===== src/rtl/amo_sequencer_pkg.sv =====
// Shared types for the A-extension sequencer: operation, sign and size encodings,
// FSM state and the request legality helpers.
package amo_sequencer_pkg;

    localparam int unsigned XLEN_DEF    = 32;
    localparam int unsigned RSV_LSB_DEF = 2;

    typedef enum logic [3:0] {
        ASEL_X    = 4'd0,
        ASEL_LR   = 4'd1,
        ASEL_SC   = 4'd2,
        ASEL_SWAP = 4'd3,
        ASEL_ADD  = 4'd4,
        ASEL_XOR  = 4'd5,
        ASEL_AND  = 4'd6,
        ASEL_OR   = 4'd7,
        ASEL_MAX  = 4'd8,
        ASEL_MIN  = 4'd9
    } AextSel;

    typedef enum logic {
        OP_UNSIGNED = 1'b0,
        OP_SIGNED   = 1'b1
    } SignSel;

    typedef enum logic [1:0] {
        SIZE_B = 2'd0,
        SIZE_H = 2'd1,
        SIZE_W = 2'd2,
        SIZE_D = 2'd3
    } MemSize;

    typedef enum logic [2:0] {
        IDLE    = 3'd0,
        RD_REQ  = 3'd1,
        RD_WAIT = 3'd2,
        WR_REQ  = 3'd3,
        WR_WAIT = 3'd4,
        RESP    = 3'd5
    } AmoState;

    // Encodings above ASEL_MIN are reserved and rejected like ASEL_X.
    function automatic logic sel_supported(input logic [3:0] sel);
        return (sel >= 4'd1) && (sel <= 4'd9);
    endfunction

    function automatic logic addr_misaligned(input logic [1:0] size, input logic [2:0] lo);
        logic mis;
        case (size)
            SIZE_B:  mis = 1'b0;
            SIZE_H:  mis = lo[0];
            SIZE_W:  mis = |lo[1:0];
            default: mis = |lo;
        endcase
        return mis;
    endfunction

endpackage


===== src/rtl/amo_sequencer_alu.sv =====
// Combinational read-modify-write function for AMO operations: new = f(old, src).
module amo_alu
    import amo_sequencer_pkg::*;
#(
    parameter int unsigned XLEN = XLEN_DEF
) (
    input  logic [3:0]      sel_i,
    input  logic            sign_i,
    input  logic [XLEN-1:0] old_i,
    input  logic [XLEN-1:0] src_i,
    output logic [XLEN-1:0] res_o
);

    logic old_lt_src;

    always_comb begin
        old_lt_src = (sign_i == OP_SIGNED) ? ($signed(old_i) < $signed(src_i))
                                           : (old_i < src_i);
        res_o = src_i;
        case (sel_i)
            ASEL_SWAP: res_o = src_i;
            ASEL_ADD:  res_o = old_i + src_i;
            ASEL_XOR:  res_o = old_i ^ src_i;
            ASEL_AND:  res_o = old_i & src_i;
            ASEL_OR:   res_o = old_i | src_i;
            ASEL_MAX:  res_o = old_lt_src ? src_i : old_i;
            ASEL_MIN:  res_o = old_lt_src ? old_i : src_i;
            default:   res_o = src_i;
        endcase
    end

endmodule


===== src/rtl/amo_sequencer.sv =====
// Sequences LR/SC/AMO requests onto the data-memory port and owns the single
// LR/SC reservation. All outputs except req_ready decode registered state only.
module amo_sequencer
    import amo_sequencer_pkg::*;
#(
    parameter int unsigned XLEN    = XLEN_DEF,
    parameter int unsigned RSV_LSB = RSV_LSB_DEF
) (
    input  logic            clk,
    input  logic            rst_n,
    input  logic            req_valid,
    output logic            req_ready,
    input  logic [3:0]      req_sel,
    input  logic            req_sign,
    input  logic [1:0]      req_size,
    input  logic [XLEN-1:0] req_addr,
    input  logic [XLEN-1:0] req_src,
    output logic            resp_valid,
    input  logic            resp_ready,
    output logic [XLEN-1:0] resp_rdata,
    output logic            resp_err,
    output logic            mem_cmd_valid,
    input  logic            mem_cmd_ready,
    output logic            mem_cmd_wen,
    output logic [XLEN-1:0] mem_cmd_addr,
    output logic [XLEN-1:0] mem_cmd_wdata,
    output logic [1:0]      mem_cmd_size,
    input  logic            mem_rsp_valid,
    input  logic [XLEN-1:0] mem_rsp_rdata,
    input  logic            rsv_clear,
    output logic            busy,
    output logic            rsv_valid,
    output AmoState         dbg_state
);

    localparam int unsigned TAG_W = XLEN - RSV_LSB;

    AmoState           state_q, state_d;
    logic [3:0]        sel_q, sel_d;
    logic              sign_q, sign_d;
    logic [1:0]        size_q, size_d;
    logic [XLEN-1:0]   addr_q, addr_d;
    logic [XLEN-1:0]   src_q, src_d;
    logic [XLEN-1:0]   data_q, data_d;
    logic              err_q, err_d;
    logic              rsv_valid_q, rsv_valid_d;
    logic [TAG_W-1:0]  rsv_tag_q, rsv_tag_d;

    logic              req_err;
    logic              rsv_hit;
    logic [XLEN-1:0]   alu_res;

    assign req_err = !sel_supported(req_sel) || (req_size != SIZE_W)
                     || addr_misaligned(req_size, req_addr[2:0]);
    assign rsv_hit = rsv_valid_q && (req_addr[XLEN-1:RSV_LSB] == rsv_tag_q);

    amo_alu #(.XLEN(XLEN)) u_alu (
        .sel_i  (sel_q),
        .sign_i (sign_q),
        .old_i  (data_q),
        .src_i  (src_q),
        .res_o  (alu_res)
    );

    always_comb begin
        state_d       = state_q;
        sel_d         = sel_q;
        sign_d        = sign_q;
        size_d        = size_q;
        addr_d        = addr_q;
        src_d         = src_q;
        data_d        = data_q;
        err_d         = err_q;
        rsv_valid_d   = rsv_valid_q;
        rsv_tag_d     = rsv_tag_q;
        req_ready     = 1'b0;
        resp_valid    = 1'b0;
        mem_cmd_valid = 1'b0;
        mem_cmd_wen   = 1'b0;

        case (state_q)
            IDLE: begin
                req_ready = 1'b1;
                if (req_valid) begin
                    sel_d  = req_sel;
                    sign_d = req_sign;
                    size_d = req_size;
                    addr_d = req_addr;
                    src_d  = req_src;
                    err_d  = req_err;
                    data_d = '0;
                    if (req_err) begin
                        state_d = RESP;
                    end else if (req_sel == ASEL_LR) begin
                        state_d = RD_REQ;
                    end else if (req_sel == ASEL_SC) begin
                        // A same-cycle rsv_clear beats the SC.
                        rsv_valid_d = 1'b0;
                        if (rsv_hit && !rsv_clear) begin
                            state_d = WR_REQ;
                        end else begin
                            data_d  = {{(XLEN-1){1'b0}}, 1'b1};
                            state_d = RESP;
                        end
                    end else begin
                        if (rsv_hit) rsv_valid_d = 1'b0;
                        state_d = RD_REQ;
                    end
                end
            end
            RD_REQ: begin
                mem_cmd_valid = 1'b1;
                if (mem_cmd_ready) state_d = RD_WAIT;
            end
            RD_WAIT: begin
                if (mem_rsp_valid) begin
                    data_d = mem_rsp_rdata;
                    if (sel_q == ASEL_LR) begin
                        rsv_valid_d = 1'b1;
                        rsv_tag_d   = addr_q[XLEN-1:RSV_LSB];
                        state_d     = RESP;
                    end else begin
                        state_d = WR_REQ;
                    end
                end
            end
            WR_REQ: begin
                mem_cmd_valid = 1'b1;
                mem_cmd_wen   = 1'b1;
                if (mem_cmd_ready) state_d = WR_WAIT;
            end
            WR_WAIT: begin
                if (mem_rsp_valid) state_d = RESP;
            end
            RESP: begin
                resp_valid = 1'b1;
                if (resp_ready) state_d = IDLE;
            end
            default: state_d = IDLE;
        endcase

        // Applied last so a clear always wins over an LR setting the reservation.
        if (rsv_clear) rsv_valid_d = 1'b0;
    end

    always_ff @(posedge clk or negedge rst_n) begin
        if (!rst_n) begin
            state_q     <= IDLE;
            sel_q       <= '0;
            sign_q      <= 1'b0;
            size_q      <= '0;
            addr_q      <= '0;
            src_q       <= '0;
            data_q      <= '0;
            err_q       <= 1'b0;
            rsv_valid_q <= 1'b0;
            rsv_tag_q   <= '0;
        end else begin
            state_q     <= state_d;
            sel_q       <= sel_d;
            sign_q      <= sign_d;
            size_q      <= size_d;
            addr_q      <= addr_d;
            src_q       <= src_d;
            data_q      <= data_d;
            err_q       <= err_d;
            rsv_valid_q <= rsv_valid_d;
            rsv_tag_q   <= rsv_tag_d;
        end
    end

    assign mem_cmd_addr  = mem_cmd_valid ? addr_q : '0;
    assign mem_cmd_size  = mem_cmd_valid ? size_q : 2'b00;
    assign mem_cmd_wdata = mem_cmd_wen ? ((sel_q == ASEL_SC) ? src_q : alu_res) : '0;
    assign resp_rdata    = resp_valid ? data_q : '0;
    assign resp_err      = resp_valid & err_q;
    assign busy          = (state_q != IDLE);
    assign rsv_valid     = rsv_valid_q;
    assign dbg_state     = state_q;

endmodule


===== config.mk =====
export PLATFORM = sky130hd
export DESIGN_NAME = amo_sequencer
export DESIGN_NICKNAME = d
export VERILOG_FILES = /design/src/rtl/amo_sequencer_pkg.sv /design/src/rtl/amo_sequencer_alu.sv /design/src/rtl/amo_sequencer.sv
export SDC_FILE = /design/constraint.sdc
export NUM_CORES = 1
export LEC_CHECK = 0
export ABC_AREA = 1
export CORE_MARGIN = 5
export CORE_UTILIZATION = 35
export DETAILED_ROUTE_END_ITERATION = 8
export PLACE_DENSITY = 0.63
export REMOVE_ABC_BUFFERS = 1
export SLEW_MARGIN = 5
export SYNTH_ARGS = -nofsm -noshare
export SYNTH_HDL_FRONTEND = slang
export SYNTH_SLANG_ARGS = --single-unit
export TNS_END_PERCENT = 100

===== constraint.sdc =====
create_clock -name clk -period 3.3 [get_ports clk]
set_input_delay 0.33 -clock clk [delete_from_list [all_inputs] [get_ports clk]]
set_output_delay 0.33 -clock clk [all_outputs]
set_load 0.05 [all_outputs]

# After elaboration in Yosys (flattened, before gate mapping)

Cells that the tools add are included.

Flip-flop bits (word level): 138
Latch bits: 0
Bits in writable memories: 0
ROM bits: 0
Input bits: 110
Logic and storage cells: 112
Memories kept: 0

Add/subtract/negate cells: 1
Multipliers: 0
Divide/modulo/power cells: 0
$lt $le $gt $ge: 4
Equality and inequality tests: 31
Shifts and indexed selects: 0
Multiplexer cells: 42
Bitwise logic cells: 4
Reductions and logical operators: 20

Operators by type and width:

| operator             | count |
|---|---|
| $mux W32             | 8 |
| $pmux W32 S6         | 1 |
| $lt A32 B32 Y1       | 2 |
| $pmux W32 S2         | 1 |
| $mux W3              | 11 |
| $add A32 B32 Y32     | 1 |
| $and A32 B32 Y32     | 1 |
| $or A32 B32 Y32      | 1 |
| $xor A32 B32 Y32     | 1 |
| $eq A30 B30 Y1       | 1 |
| $pmux W3 S6          | 1 |
| $mux W1              | 17 |
| $eq A4 B3 Y1 const B | 4 |
| $ne A3 B3 Y1 const B | 5 |
| $ne A2 B2 Y1 const B | 7 |
| $eq A4 B1 Y1 const B | 2 |
| $eq A4 B2 Y1 const B | 2 |
| $eq A4 B4 Y1 const B | 2 |
| $reduce_and A7 Y1    | 1 |
| $eq A3 B2 Y1 const B | 2 |
| $eq A3 B3 Y1 const B | 2 |
| $reduce_and A3 Y1    | 2 |
| $reduce_and A6 Y1    | 1 |
| $reduce_bool A3 Y1   | 2 |
| other kinds (19)     | 24 |

# Longest topological paths before layout

Gate-level depths: netlist (run 1).

Depth after elaboration: 9
Mapped depth: 21

# By module

From an unflattened synthesis (run 1), not the netlist that was laid out.

Cell total of the unflattened synthesis: 2025
Area, all modules: 12534.5 µm²

Modules (own cells, without submodules):

| module        | times used | cells an instance | area an instance (µm²) | seq. area each (µm²) |
|---|---|---|---|---|
| amo_sequencer | 1          | 943               | 6849.1                 | 3453.3 |
| amo_alu       | 1          | 1082              | 5685.5                 | 0.0 |

# Worst setup path before layout (run 1)

No wires, ideal clock.

Kind: register to output
From: register state_q[0] (netlist: dbg_state[0])
To: output port mem_cmd_wdata[18]
Arrival: 3.744 ns
Required time: 2.970 ns
Slack: -0.774 ns
Stages on the path, launching flop included: 8
Path through: dfrtp_1 > inv_1 > nor2_1 > clkinv_1 > nor2_1 > clkbuf_1 > o21ai_0 > nor2_1

Word-level cells in the longest chain between the ends: 3

RTL lines:

| item                     | RTL line             | text |
|---|---|---|
| start: declaration       | amo_sequencer.sv:38  | `AmoState state_q, state_d;` |
| start signal: assignment | amo_sequencer.sv:159 | `state_q <= state_d;` |
| $eq A3 B2 Y1             | amo_sequencer.sv:81  | `case (state_q)` |
| $mux W1                  | amo_sequencer.sv:81  |  |
| named net mem_cmd_wen    | amo_sequencer.sv:24  | `output logic mem_cmd_wen,` |
| $mux W32                 | amo_sequencer.sv:174 | `assign mem_cmd_wdata = mem_cmd_wen ? ((sel_q == ASEL_SC) ? src_q : alu_res) : '0;` |
| end: declaration         | amo_sequencer.sv:26  | `output logic [XLEN-1:0] mem_cmd_wdata,` |

The timed path passes the listed nets, and every way through them passes these cells.

# Worst setup path in the final report (run 1)

From: register src_q[12]
To: output port mem_cmd_wdata[7]

Word-level cells in the longest chain between the ends: 6
Elaborated cells between the ends (all ways): 8
Those cells by class: 2 x order compare; 6 x mux

RTL lines:

| item                                     | RTL line                                         | text |
|---|---|---|
| start: declaration                       | amo_sequencer.sv:43                              | `logic [XLEN-1:0] src_q, src_d;` |
| start signal: assignment                 | amo_sequencer.sv:164                             | `src_q <= src_d;` |
| $lt A32 B32 Y1, on equally long branches | amo_sequencer_alu.sv:18, amo_sequencer_alu.sv:17 |  |
| $mux W1 *                                | amo_sequencer_alu.sv:17                          | `old_lt_src = (sign_i == OP_SIGNED) ? ($signed(old_i) < $signed(src_i))` |
| $mux W32, on equally long branches       | amo_sequencer_alu.sv:27, amo_sequencer_alu.sv:26 |  |
| $pmux W32 S6 *                           | amo_sequencer_alu.sv:20                          | `case (sel_i)` |
| $mux W32 * (2 in series)                 | amo_sequencer.sv:174                             |  |

Mark *: on every way between the ends. The rest lies on a longest branch, timed or not.

==> results of run 1 <==
power breakdown:
group          internal, W  switching, W
sequential         0.00234      0.000395
clock              0.00102      0.000802
combinational      0.00481       0.00738
total              0.00817       0.00857
layout by cell type, fill, tap and decap left out, types with 5 or more instances in the layout:
cell,instances
buf_6,17
buf_12,76
nand3_4,7
o2111ai_1,11
inv_1,158
o21bai_1,7
clkdlybuf4s50_1,116
nand4_1,14
ha_4,27
a221oi_1,5
nand3_2,27
a21oi_2,17
ha_1,65
dfrtp_1,138
nor3_2,5
o22ai_1,6
o21ai_1,12
nor2_2,47
a211oi_1,11
or2_2,5
o21ai_0,206
a21oi_1,52
nor2_4,11
xnor2_1,10
nand2_1,317
nand3_1,126
clkinv_2,6
nand2_4,8
clkbuf_16,18
nand2_2,38
o21ai_2,6
buf_4,195
nor3_1,15
inv_2,72
nor2_1,175
a2111oi_0,10
state kept, by name (all words and copies together) (netlist names):
| register | count |
|---|---|
| addr_q | 32 |
| data_q | 32 |
| src_q | 32 |
| rsv_tag_q | 30 |
| sel_q | 4 |
| dbg_state | 3 |
| size_q | 2 |
| err_q | 1 |
| rsv_valid | 1 |
| sign_q | 1 |
layer usage:
metal | up-vias | part of all wire | GRT usage
li1 | 6370 | - | -
met1 | 6287 | 0.43 | 0.3051
met2 | 437 | 0.48 | 0.4105
met3 | 76 | 0.065 | 0.05427
met4 | 0 | 0.027 | 0.06555
met5 | - | 0 | 0
layout make-up:
cell class	instances	area [sq um]
timing repair inverter	1	6.256
clock buffer	17	425.4
tap	442	553.0
inverter	236	908.4
multi-input combinational	1287	7889
clock inverter	12	102.6
fill	3195	14960
sequential	138	3453
timing repair buffer	408	4403
stage by stage:
step / TNS [ns] / hold WS, ns / power, W / instances / util
floorplan: -268.37 / 0.03441 / 0.008620 / 1661 / -
finish: -0.3548 / 0.4559 / 0.01675 / 2541 / 0.5425
global route: -4.701 / 0.4436 / 0.01796 / 2541 / 0.5425
CTS: -0.1911 / 0.4467 / 0.01604 / 2525 / 0.5259
detailed placement: -0.003240 / 0.3814 / 0.01276 / 2442 / 0.4792
global placement: 0 / 0.3749 / 0.01260 / 2442 / 0.4792
what timing repair did:
action,CTS,global route
setup endpoints to repair,32,32
hold endpoints to repair,64,0
pin swaps,44,59
gates resized for setup,160,129
hold buffers,1,0
buffers inserted,52,17
gates cloned,1,1
cells by family (layout without fill, tap and decap cells):
logic type	count (synthesis)	in the layout
AO/OA/AOI/OAI	371	371
buffers and inverters	308	674
AND/OR/NAND/NOR	809	809
flip-flops	138	138
XOR/XNOR	10	10
adder cells (fa/ha/maj)	97	97
worst min path at each step:
| stage | from | end | slack, ns | depth (start not counted) |
|---|---|---|---|---|
| 3_5_place_dp | rst_n | data_q[9] | 0.38 | 1 |
| 3_3_place_gp | rst_n | data_q[9] | 0.37 | 1 |
| 2_1_floorplan | rst_n | addr_q[0] | 0.03 | 0 |
| 5_1_grt | req_src[22] | src_q[22] | 0.44 | 3 |
| 6_report | rst_n | data_q[10] | 0.46 | 2 |
| 4_1_cts | req_src[22] | src_q[22] | 0.45 | 3 |
==> impl_metrics.json, run 1 <==
{
  "cp-start-kind": "register",
  "clk_path_buf_depth": 2,
  "outcome": "finished with violations",
  "leakagePower_nw": 8.172,
  "worst_path_max_delay_cell": "dfrtp_1",
  "synth_xor_area_frac": 0.007508,
  "track_usage": 0.2399,
  "ir_drop_uv": 526.0,
  "fin_ws_ns": -0.04346,
  "violations": "negative setup slack",
  "syn2layout_area_growth_pct": 52.07,
  "gp_congestion": 0.9492,
  "vias_per_cell": 5.183,
  "cpPeakStageDelay_ns": 0.37,
  "clk_pin_slew_ns": 0.06,
  "maxCapViolations": 0,
  "fin_area_sq_um": 17740,
  "clock_latency_ns": 0.44,
  "critical_path.top_delay_family": "simple AND/OR/NAND/NOR gates",
  "rows": 66,
  "portBuffers": 217,
  "critPathKind": "reg -> out",
  "synth_cell_type_count": 54,
  "yosys-top-cells-count": "nand2_1, inv_1, o21ai_0",
  "cts_htree_levels": 4,
  "grt_pass1_vias": 13099,
  "grt_max_degree": 145,
  "dp_hpwl_mm": 32.91,
  "routedWlPerCell_um": 17.84,
  "synth_flop_cell": "dfrtp_1",
  "tightest_slew_ns": 0.6789,
  "ys_seq_area_frac": 0.2960,
  "synth_mux_area_frac": 0,
  "r2r_start": "dbg_state[0]",
  "vias": 13170,
  "synth_top_family_by_area": "simple AND/OR/NAND/NOR gates",
  "worstSetupEndpointType": "output port",
  "rsz0062_at_grt": "yes",
  "crit_top_cell": "nand2_2",
  "crit_cells": 20,
  "coreArea_sq_um": 32700,
  "antenna_found_initial": 0,
  "cp_cell_sequence": "inv_1, ha_1, inv_2, nand2_2, nor3_4, nand2_1, nand2_1, nand2_2, nand2_2, nand2_4, buf_6, nand2_8, nand2_8, inv_12, buf_12, nand2_2, nand3_2, nor2_2, nor2_2, buf_12",
  "path_buf_inv": 6,
  "yosysTopAreaCellShare": 0.2960,
  "drt_iter0_drc": 833,
  "die_h_um": 192.6,
  "drc_errors": 0,
  "pre_cts_ws_ns": -0.003240,
  "syn-instance-count": 1733,
  "cts_tree": "built",
  "arrival_ns": 3.01,
  "ff2ff_setup_slack_ns": 1.00,
  "die_area_sq_um": 37080,
  "fin_skew_ns": 0.01281,
  "worstSetupEndpoint": "mem_cmd_wdata[7]",
  "final_layout_size_suffix_gt1_frac": 0.2920,
  "r2r_end": "rsv_valid",
  "synth_compound_area_frac": 0.1784,
  "synth_simple_gate_area_frac": 0.3072,
  "drtPass1Iterations": 5,
  "io_pins": 218,
  "avgSynthCellArea_sq_um": 6.732,
  "grt_first_pass_wirelength_mm": 70.39,
  "slew_headroom": 0.5474,
  "cts_sinks": 138,
  "place_area_sq_um": 15670,
  "synth_fa_ha_area_frac": 0.1047,
  "synth.most_common_cell": "nand2_1",
  "synth_edf_count": 0,
  "dieWidth_um": 192.6,
  "final_nets": 2296,
  "cp.required_ns": 2.97,
  "synth_area_leaders": "dfrtp_1, nand2_1, ha_1",
  "synth_warnings": 0,
  "final-setup-viol-count": 14,
  "cts-buffers-inserted": 17,
  "postSynth.asyncResetShare": 1.000,
  "syn_area_sq_um": 11670,
  "fin_crit_sh": 1.013,
  "p_per_area_nw_per_um2": 944.0,
  "crit_path_max_fanout": 7,
  "critPathLaunch": "src_q[12]",
  "max_freq_mhz": 299.1,
  "gr-total-overflow": 0,
  "final_max_slew_viol_count": 0,
  "cts-root-buf": "clkbuf_16",
  "hold_viol": 0,
  "synth_top_cell_by_area": "dfrtp_1",
  "start_util": 0.3567,
  "rr_worst_depth": 11,
  "min_path_type": "in -> async",
  "finalCriticalPeriod_ns": 3.343,
  "ys_ff_latch": 138,
  "antenna_cells": 0,
  "detail-route-antenna-nets": 0,
  "wl_mm": 45.33
}
Power figures use the tool's default switching activity.
==> inputs of run 2 (changes only) <==
Settings changed: CELL_PAD_IN_SITES_DETAIL_PLACEMENT set to 1, CELL_PAD_IN_SITES_GLOBAL_PLACEMENT set to 1, CTS_BUF_LIST set to sky130_fd_sc_hd__clkbuf_16, PLACE_DENSITY 0.63 to 0.83.
==> run 2 against run 1 <==
Against the previous run: the flow still finishes with violations (negative setup slack); clock power up 9%; critical path type unchanged; count of clock-buffer cells in the layout unchanged; clock skew down 0.0044 ns; core utilization down 0.98 points; worst setup slack worse by 0.12 ns; register-to-register slack worse by 0.12 ns; worst hold slack worse by 0.047 ns; sequential share of layout area up 0.38 points; first-iteration DRC count up 2.6%; critical path depth unchanged; design area down 1.8%.
==> impl_metrics.json, run 2 (synthesis results as in run 1) <==
{
  "io_pins": 218,
  "vias": 13695,
  "arrival_ns": 3.13,
  "start_util": 0.3567,
  "wl_mm": 52.84,
  "antenna_found_initial": 2,
  "min_path_type": "in -> async",
  "nFillCells": 4035,
  "drt-met1-wl_mm": 20.82,
  "dieWidth_um": 192.6,
  "finalCriticalPeriod_ns": 3.462,
  "cp_cell_sequence": "inv_2, ha_4, inv_2, nand2_1, nand2_1, nand2_1, nand2_1, nand2_1, nand2_2, a21oi_4, nand2_2, nand2_4, nand3_4, inv_6, buf_12, nand2_1, nand3b_1, nor2_2, nor2_2, buf_6",
  "tightest_slew_ns": 0.6650,
  "die_area_sq_um": 37080,
  "final_max_slew_viol_count": 0,
  "cts-root-buf": "clkbuf_16",
  "cts_tree": "built",
  "slew_headroom": 0.5562,
  "power_w": 0.01700,
  "top_regs": "addr_q (32), data_q (32), src_q (32)",
  "gr-total-overflow": 0,
  "clk_pin_slew_ns": 0.07,
  "crit_path_max_fanout": 5,
  "grt_first_pass_wirelength_mm": 80.26,
  "clock_latency_ns": 0.46,
  "vias_per_cell": 5.443,
  "fin_skew_ns": 0.008382,
  "ir_drop_uv": 500.7,
  "clk_path_buf_depth": 2,
  "cts_htree_levels": 4,
  "portBuffers": 217,
  "die_h_um": 192.6,
  "maxCapViolations": 0,
  "final_layout_size_suffix_gt1_frac": 0.2769,
  "cts_sinks": 138,
  "layout_commonest_cell": "nand2_1",
  "cpPeakStageDelay_ns": 0.39,
  "hold_viol": 0,
  "drt_iter0_drc": 855,
  "track_usage": 0.2751,
  "final-setup-viol-count": 31,
  "critPathKind": "reg -> out",
  "drc_errors": 0,
  "detail-route-antenna-nets": 0,
  "wl_met2_mm": 26.72,
  "ff2ff_setup_slack_ns": 0.88,
  "mostFrequentLayoutCells": "nand2_1, o21ai_0, nor2_1",
  "max_freq_mhz": 288.8,
  "wl_met3_mm": 3.387,
  "critPathLaunch": "data_q[17]",
  "routedWlPerCell_um": 21.00,
  "path_buf_inv": 5,
  "rows": 66,
  "grt_max_degree": 145,
  "cp-start-kind": "register",
  "syn2layout_area_growth_pct": 49.31,
  "leakagePower_nw": 7.976,
  "worst_path_max_delay_cell": "dfrtp_1",
  "rsz0062_at_grt": "yes",
  "final_nets": 2267,
  "fin_ws_ns": -0.1623,
  "gp_congestion": 0.9420,
  "violations": "negative setup slack",
  "dr.max_layer_used": "met5",
  "cts-buffers-inserted": 17,
  "rr_worst_depth": 12,
  "p_per_area_nw_per_um2": 975.9,
  "grt_pass1_vias": 14939,
  "outcome": "finished with violations",
  "dp_hpwl_mm": 35.91,
  "crit_top_cell": "nand2_1",
  "r2r_end": "rsv_valid",
  "coreArea_sq_um": 32700,
  "fin_area_sq_um": 17420,
  "worstSetupEndpointType": "output port",
  "fin_crit_sh": 1.049,
  "cp.required_ns": 2.97,
  "drtPass1Iterations": 5,
  "r2r_start": "dbg_state[0]",
  "critical_path.top_delay_family": "simple AND/OR/NAND/NOR gates",
  "place_area_sq_um": 15190
}
## run 2: how the worst max path moves through the flow
stage | end | slack (ns) | depth (start not counted)
6_report | mem_cmd_wdata[5] | -0.16 | 20
5_1_grt | mem_cmd_wdata[5] | -0.28 | 20
4_1_cts | mem_cmd_wdata[0] | -0.05 | 19
3_5_place_dp | mem_cmd_wdata[0] | -0.03 | 16
3_3_place_gp | mem_cmd_wdata[0] | -0.02 | 19
2_1_floorplan | data_q[10] | -2.11 | 9
## run 2: routing by layer
layer  vias up  global-route usage
li1       6306                   -
met1      6771              0.3223
met2       475              0.4936
met3       139             0.06259
met4         4             0.09462
met5         -                   0
## run 2: worst reg2reg max path, cell delays in order, from the launching register on
cell and delay, ns:
dfrtp_1 0.45, nor2_1 0.18, inv_1 0.09, nor2_2 0.08
buf_4 0.15, inv_1 0.11, nor2_4 0.14, buf_12 0.49
inv_1 0.15, a21oi_1 0.25, nand3_1 0.11, nand2_1 0.07
nand2_1 0.05
## run 2: repair_timing
| item | in CTS | in global routing |
|---|---|---|
| endpoints found under the hold margin | 53 | 0 |
| pin swaps | 33 | 38 |
| gates resized for setup | 195 | 98 |
| gates cloned | 1 | 1 |
| hold buffers | 1 | 0 |
| setup endpoints to repair | 32 | 32 |
| buffers inserted | 70 | 10 |
## run 2: where the power goes
group	switching [W]	total, W	internal, W
clock	0.000867	0.00198	0.00111
sequential	0.000443	0.00279	0.00235
combinational	0.00773	0.0122	0.00450
## run 2: area by class of cell
| type | count | area (sq um) | area share |
|---|---|---|---|
| Inverter | 236 | 924.6 | 0.05308 |
| Multi-Input combinational cell | 1287 | 7830 | 0.4495 |
| Sequential cell | 138 | 3457 | 0.1985 |
| Antenna cell | 1 | 2.502 | 0.0001437 |
| Clock buffer | 17 | 425.4 | 0.02442 |
| Clock inverter | 15 | 151.4 | 0.008691 |
| Timing Repair Buffer | 379 | 4066 | 0.2334 |
| Timing Repair inverter | 1 | 8.758 | 0.0005028 |
| Tap cell | 442 | 553.0 | 0.03175 |
## run 2: per-stage QoR
step | cells | setup WS (ns) | hold WS, ns | TNS [ns] | util
6_report | 2516 | -0.1623 | 0.4089 | -2.322 | 0.5327
5_1_grt | 2515 | -0.2752 | 0.4511 | -5.967 | 0.5326
3_5_place_dp | 2400 | -0.03020 | 0.3349 | -0.03020 | 0.4646
4_1_cts | 2504 | -0.05151 | 0.4276 | -0.4954 | 0.5201
3_3_place_gp | 2400 | -0.02087 | 0.3304 | -0.02527 | 0.4646
2_1_floorplan | 1661 | -2.113 | 0.03441 | -268.37 | -
==> inputs of run 3 (changes only) <==
Settings changed: GPL_ROUTABILITY_DRIVEN set to 0, TNS_END_PERCENT 100 to 20.
Clock period 3.3 ns to 3.86 ns, I/O delays scaled along.
==> run 3 against run 2 <==
Against the previous run: the run now ends clean; via count fell by 5.6%; sequential power fell by 10%; core utilization fell by 5.7 points.
==> impl_metrics.json, run 3 (synthesis results as in run 1) <==
{
  "final_layout_size_suffix_gt1_frac": 0.1481,
  "dieWidth_um": 192.6,
  "fin_skew_ns": 0.008092,
  "detail-route-antenna-nets": 0,
  "tightest_slew_ns": 0.8654,
  "cts_sinks": 138,
  "finalCriticalPeriod_ns": 3.758,
  "cp.required_ns": 3.47,
  "vias": 12923,
  "critPathKind": "reg -> out",
  "grt_first_pass_wirelength_mm": 74.73,
  "die_h_um": 192.6,
  "leakagePower_nw": 7.090,
  "wl_mm": 47.46,
  "rr_worst_depth": 10,
  "track_usage": 0.2538,
  "clk_path_buf_depth": 2,
  "antenna_cells": 0,
  "final_util": 0.4762,
  "coreArea_sq_um": 32700,
  "grt_pass1_vias": 13885,
  "top_regs": "addr_q (32), data_q (32), src_q (32)",
  "gr-total-overflow": 0,
  "drtPass1Iterations": 4,
  "ir_drop_uv": 446.9,
  "final-setup-viol-count": 0,
  "cts_tree": "built",
  "fin_ws_ns": 0.1018,
  "antenna_found_initial": 3,
  "outcome": "completed",
  "clk_pin_slew_ns": 0.07,
  "final_max_slew_viol_count": 0,
  "arrival_ns": 3.37,
  "cp-start-kind": "register",
  "hold_viol": 0,
  "final_nets": 2165,
  "max_freq_mhz": 266.1,
  "ff2ff_setup_slack_ns": 1.25,
  "syn2layout_area_growth_pct": 33.47,
  "start_util": 0.3567,
  "cts-root-buf": "clkbuf_16",
  "io_pins": 218,
  "min_path_type": "in -> async",
  "grt_max_degree": 145,
  "dp_hpwl_mm": 34.79,
  "postCtsHoldBufs": 0,
  "cts_htree_levels": 4,
  "routedWlPerCell_um": 19.67,
  "cts-buffers-inserted": 17,
  "worstSetupEndpoint": "mem_cmd_wdata[21]",
  "rows": 66,
  "r2r_end": "data_q[11]",
  "portBuffers": 217,
  "fin_crit_sh": 0.9736,
  "crit_path_max_fanout": 5,
  "worstSetupEndpointType": "output port",
  "slew_headroom": 0.4231,
  "clock_latency_ns": 0.45,
  "drt_iter0_drc": 662,
  "drc_errors": 0,
  "p_per_area_nw_per_um2": 816.1,
  "die_area_sq_um": 37080,
  "critPathLaunch": "data_q[4]",
  "layout_commonest_cell": "nand2_1",
  "r2r_start": "dbg_state[0]",
  "mostFrequentLayoutCells": "nand2_1, o21ai_0, inv_1",
  "maxCapViolations": 0,
  "pre_cts_ws_ns": 0.2592,
  "vias_per_cell": 5.356
}
run 3: what timing repair did:
item / 4_1_cts / 5_1_grt
endpoints found under the setup margin: 31 / 32
pin swaps: 0 / 6
setup buffers: 3 / 26
cloned: 1 / 0
gates resized for setup: 20 / 64
run 3: power breakdown:
part / internal [W] / switching, W / leakage, nW
Combinational: 0.00281 / 0.00561 / 5.03
Sequential: 0.00201 / 0.000494 / 1.77
Clock: 0.00103 / 0.000750 / 0.293
run 3: per-layer routing:
layer  part of all wire  global-route usage  up-vias
met1               0.42              0.3097     6318
met5            0.00086                   0        -
li1                   -                   -     6104
met3              0.072             0.06802      100
met2               0.48              0.4342      395
met4              0.029             0.08448        6
run 3: through the flow:
| stage | cells | total power, W | area [sq um] | hold WS, ns | TNS (ns) |
|---|---|---|---|---|---|
| 2_1_floorplan | 1661 | 0.007370 | 11320 | 0.09041 | -163.45 |
| 3_3_place_gp | 2351 | 0.009968 | 14440 | 0.4672 | 0 |
| 3_5_place_dp | 2351 | 0.01025 | 14440 | 0.4805 | 0 |
| 4_1_cts | 2387 | 0.01221 | 15150 | 0.04471 | 0 |
| 5_1_grt | 2413 | 0.01365 | 15570 | 0.06754 | -0.01660 |
| 6_report | 2413 | 0.01271 | 15570 | 0.01595 | 0 |
run 3: worst max-delay path: stages (launching register included):
cell,delay (ns)
dfrtp_1,0.43
inv_1,0.13
ha_1,0.40
inv_1,0.10
o21bai_1,0.27
a21oi_1,0.14
o21bai_1,0.18
buf_4,0.18
nand2_1,0.06
nand2_1,0.16
nand2_1,0.09
nand2_1,0.13
nor2_1,0.07
o21ai_1,0.16
nor2_1,0.07
nor2_2,0.20
buf_6,0.19
run 3: worst min-delay path by stage:
| stage | slack, ns | startpoint | to | cells after the start |
|---|---|---|---|---|
| detailed placement | 0.48 | rsv_tag_q[6] | rsv_tag_q[6] | 2 |
| floorplan | 0.09 | rst_n | addr_q[0] | 0 |
| global route | 0.07 | rst_n | data_q[8] | 1 |
| CTS | 0.04 | rst_n | data_q[10] | 1 |
| global placement | 0.47 | rsv_tag_q[6] | rsv_tag_q[6] | 2 |
| finish | 0.02 | rst_n | src_q[8] | 1 |
run 3: cell type report:
class	count	area (sq um)
repair inverters	1	6.256
flip-flops and latches	138	3468
repair buffers	277	2770
clock inverters	15	187.7
multi-input cells	1287	7252
well taps	442	553.0
fillers	4183	17130
inverters	236	908.4
clock buffers	17	425.4
==> RTL edit 1, RTL diff (config.mk and constraints of run 2) <==
Take the reset off `addr_q` and load it in a clocked block of its own.
--- a/src/rtl/amo_sequencer.sv
+++ b/src/rtl/amo_sequencer.sv
@@ -151,3 +151,2 @@
             size_q      <= '0;
-            addr_q      <= '0;
             src_q       <= '0;
@@ -162,3 +161,2 @@
             size_q      <= size_d;
-            addr_q      <= addr_d;
             src_q       <= src_d;
@@ -169,2 +167,6 @@
         end
+    end
+
+    always_ff @(posedge clk) begin
+        addr_q <= addr_d;
     end
Formal check against the unedited RTL: no difference found for any inputs over 4 cycles, from zero or initial values and one cycle with rst_n low; that may be too few to reach the edited logic, so the function may still have changed.
==> RTL edit 1 against run 2 <==
The flow still finishes with violations (setup timing); power rose by 4.2%; global-route usage barely moved; register-to-register slack improved by 0.05 ns; hold slack improved by 0.017 ns; sequential cell count did not move; routed wire length rose by 0.43%; final area rose by 0.37%; synthesized area fell by 1.4%; count of clock-buffer cells in the layout did not move; cell count fell by 2.2%; critical path depth did not move; setup slack got worse by 0.049 ns; largest cell class unchanged.
==> RTL edit 1: results (changes against run 2) <==
metric;value;unit;change
yosysUniqueCellTypes;57;;was 54
violations;setup timing;;unchanged
post-dp-hpwl;35500;µm;was 35900 µm
syn_avg_cell_area;6.96;µm²;was 6.73 µm²
skew;0.0140;ns;was 0.00838 ns
worstPathMaxFanout;16;;was 5
n_fill_cell;3958;;was 4035
place_congestion;0.950;;was 0.942
placed_area;15300;µm²;was 15200 µm²
worstPathArrival;3.18;ns;was 3.13 ns
first_pass_iters;4;;was 5
m1WireLength;21300;µm;was 20800 µm
grt.total_usage;27.5;%;about the same
yosysSeqAreaShare;31.4;%;was 29.6%
status;finished with violations;;unchanged
met3_usage;6.06;%;was 6.26%
synth_edf_count;32;;was 0
reg2reg_slack;0.93;ns;was 0.88 ns
drt_iter0_drc;801;;was 855
p_leak;7.96;nW;was 7.98 nW
grt_max_degree;110;;was 145
worst_pin_slew;0.761;ns;was 0.665 ns
setup_viol;32;;was 31
cts_resized;155;;was 195
grt_pass1_vias;14200;;was 14900
sw_frac_of_total;52.9;%;was 53.2%
wl_met2;26600;µm;was 26700 µm
synthTopCellsByArea;dfrtp_1 (23%), ha_1 (10%), nand2_1 (10%);;was dfrtp_1 (30%), nand2_1 (11%), ha_1 (10%)
wl_met3;3500;µm;was 3390 µm
min_path_type;in -> reg;;was in -> async
fin_tns_setup;-3.73;ns;was -2.32 ns
use_met1;33.2;%;was 32.2%
antenna_found_initial;1;;was 2
drt_wl_total;53100;µm;was 52800 µm
peakVddDrop;0.568;mV;was 0.501 mV
setup_ws;-0.212;ns;was -0.162 ns
[RTL edit 1: kinds of logic (layout without fill, tap and decap cells)]
kind of cell	after synthesis	count (layout)	share of synthesized area [%]
AND/OR/NAND/NOR	765	765	29.7
AO/OA/AOI/OAI	343	343	16.9
buffers and inverters	296	659	10.3
flip-flops	138	138	31.4
adder cells (fa/ha/maj)	97	97	10.6
XOR/XNOR	14	14	1.07
other	0	2	0
[RTL edit 1: layout make-up]
cell class	count	area (µm²)	share of cell area [%]
Clock inverter	15	149	0.852
Timing Repair inverter	2	25.0	0.143
Sequential cell	138	3610	20.7
Multi-Input combinational cell	1219	7540	43.1
Inverter	232	902	5.16
Antenna cell	2	5.00	0.0286
Timing Repair Buffer	393	4270	24.4
Clock buffer	17	425	2.43
Tap cell	442	553	3.16
[RTL edit 1: power by group through the flow]
stage	combinational, mW	sequential (mW)	clock [mW]
4_1_cts	11.9	2.82	1.99
2_1_floorplan	5.99	2.91	0
6_report	12.9	2.85	1.97
3_5_place_dp	10.3	2.91	0
5_1_grt	13.8	2.92	2.09
3_3_place_gp	10.0	2.85	0
[RTL edit 1: how the worst max path moves through the flow]
stage	from	end	slack, ns	depth (start not counted)
2_1_floorplan	dbg_state[0]	data_q[10]	-2.21	9
3_3_place_gp	data_q[19]	mem_cmd_wdata[30]	0.04	18
3_5_place_dp	data_q[19]	mem_cmd_wdata[0]	0.007	17
4_1_cts	data_q[11]	mem_cmd_wdata[0]	-0.11	20
5_1_grt	data_q[5]	mem_cmd_wdata[3]	-0.31	20
6_report	src_q[0]	mem_cmd_wdata[3]	-0.21	20
[RTL edit 1: per-stage QoR]
step	hold slack (ns)	setup WS [ns]
finish	0.426	-0.212
global route	0.430	-0.311
CTS	0.410	-0.114
detailed placement	0.436	0.00663
global placement	0.429	0.0361
floorplan	0.0344	-2.21
==> RTL edit 2, RTL diff (config.mk and constraints of run 2) <==
Made on the original files. Set the package constant `XLEN_DEF` to 64 (it was 32).
--- a/src/rtl/amo_sequencer_pkg.sv
+++ b/src/rtl/amo_sequencer_pkg.sv
@@ -4,3 +4,3 @@
 
-    localparam int unsigned XLEN_DEF    = 32;
+    localparam int unsigned XLEN_DEF    = 64;
     localparam int unsigned RSV_LSB_DEF = 2;
Ports: changed (6 resized); port bits go from 218 to 410. No check against the original RTL was run, so the function may have changed too.
==> RTL edit 2 against run 2 <==
The run still ends with setup timing left; sequential cell count up 128; setup slack worse by 0.55 ns; cell count increased by 110%; count of clock-buffer cells in the layout up 18; power increased by 120%; final area is 100% higher; critical path depth down 1; first-iteration DRC count grew to 2.9 times the old value; synthesized area rose by 99%; register-to-register slack got worse by 0.06 ns; non-clock buffer count increased by 462; routed wire length rose by 130%; combinational power grew 140%; via count rose by 110%; critical path type unchanged; largest cell class unchanged.
==> RTL edit 2: results (changes against run 2) <==
metric;value;unit;change
status;finished with violations;;unchanged
violations;setup timing;;unchanged
wl_per_cell;23.7;µm;was 21.0 µm
nets;4737;;was 2267
skew;0.0250;ns;was 0.00838 ns
clk_latency;0.57;ns;was 0.46 ns
fin_tns_setup;-37.53;ns;was -2.32 ns
r2r-start;dbg_state[2];;was dbg_state[0]
yosysSeqAreaShare;28.7;%;was 29.6%
first_pass_iters;8;;was 5
routed_via_density;5.62;;was 5.44
setup_viol;64;;was 31
grt_pass1_wl;179000;µm;was 80300 µm
drt_iter0_drc;2437;;was 855
r2r_cells;11;;was 12
peakVddDrop;0.545;mV;was 0.501 mV
netlist_instances;3626;;was 1733
worstPathMaxFanout;14;;was 5
grt_pass1_vias;30900;;was 14900
grt.total_usage;31.6;%;was 27.5%
max_stage_delay;0.44;ns;was 0.39 ns
n_fill_cell;8213;;was 4035
placed_area;31300;µm²;was 15200 µm²
synthTopCellsByCount;nand2_1 (727), nor2_1 (516), inv_1 (492), o21ai_0 (459), nand3_1 (347);;was nand2_1 (349), inv_1 (224), o21ai_0 (223), nor2_1 (208), nand3_1 (146)
synthTopCellsByArea;dfrtp_1 (29%), nand2_1 (12%), ha_1 (10%);;was dfrtp_1 (30%), nand2_1 (11%), ha_1 (10%)
place_congestion;0.965;;was 0.942
worstPathArrival;3.68;ns;was 3.13 ns
drt_wl_total;124000;µm;was 52800 µm
yosysUniqueCellTypes;49;;was 54
setup_ws;-0.713;ns;was -0.162 ns
portBuffers;409;;was 217
reg2reg_slack;0.82;ns;was 0.88 ns
p_leak;17.0;nW;was 7.98 nW
cts_buffer_depth;3;;was 2
## RTL edit 2: area by class of cell
cell class | instances | area (µm²) | share of cell area [%]
Antenna cell | 4 | 10.0 | 0.0283
Clock buffer | 35 | 876 | 2.47
Clock inverter | 28 | 166 | 0.470
Inverter | 523 | 2010 | 5.67
Multi-Input combinational cell | 2671 | 15800 | 44.8
Sequential cell | 266 | 6660 | 18.8
Tap cell | 864 | 1080 | 3.05
Timing Repair Buffer | 841 | 8750 | 24.7
## RTL edit 2: routing by layer
layer	part of all wire, %	global-route usage, %	up-vias
met4	4.5	10.4	24
met1	39	38.4	14600
met5	0.13	0	-
met3	8.3	7.81	386
met2	48	54.9	1283
li1	-	-	13200
## RTL edit 2: report_power, final
part / switching, mW / internal, mW
clock: 1.63 / 2.01
sequential: 0.964 / 4.63
combinational: 17.8 / 10.9
total: 20.4 / 17.6
## RTL edit 2: logic make-up after synthesis
kind of cell | Yosys count | share of synthesized area, %
buf+inv | 689 | 11.6
xor+xnor | 15 | 0.567
flops | 266 | 28.7
compound gates | 789 | 18.7
fa+ha+maj | 193 | 10.5
simple gates | 1674 | 30.0
## RTL edit 2: how the worst max path moves through the flow
stage	from	to	slack [ns]	cells after the start
6_report	src_q[62]	mem_cmd_wdata[16]	-0.71	19
5_1_grt	src_q[22]	mem_cmd_wdata[16]	-0.80	20
4_1_cts	data_q[46]	mem_cmd_wdata[37]	-0.54	20
3_5_place_dp	src_q[11]	mem_cmd_wdata[59]	-0.31	19
3_3_place_gp	src_q[11]	mem_cmd_wdata[59]	-0.24	19
2_1_floorplan	dbg_state[0]	rsv_valid	-4.73	10
## RTL edit 2: what timing repair did
action / in CTS / in global routing
pin swaps: 54 / 76
gates cloned: 10 / 5
hold endpoints to repair: 165 / 0
setup buffers: 21 / 30
resized for setup: 387 / 265
setup endpoints to repair: 123 / 107
hold buffers: 1 / 0
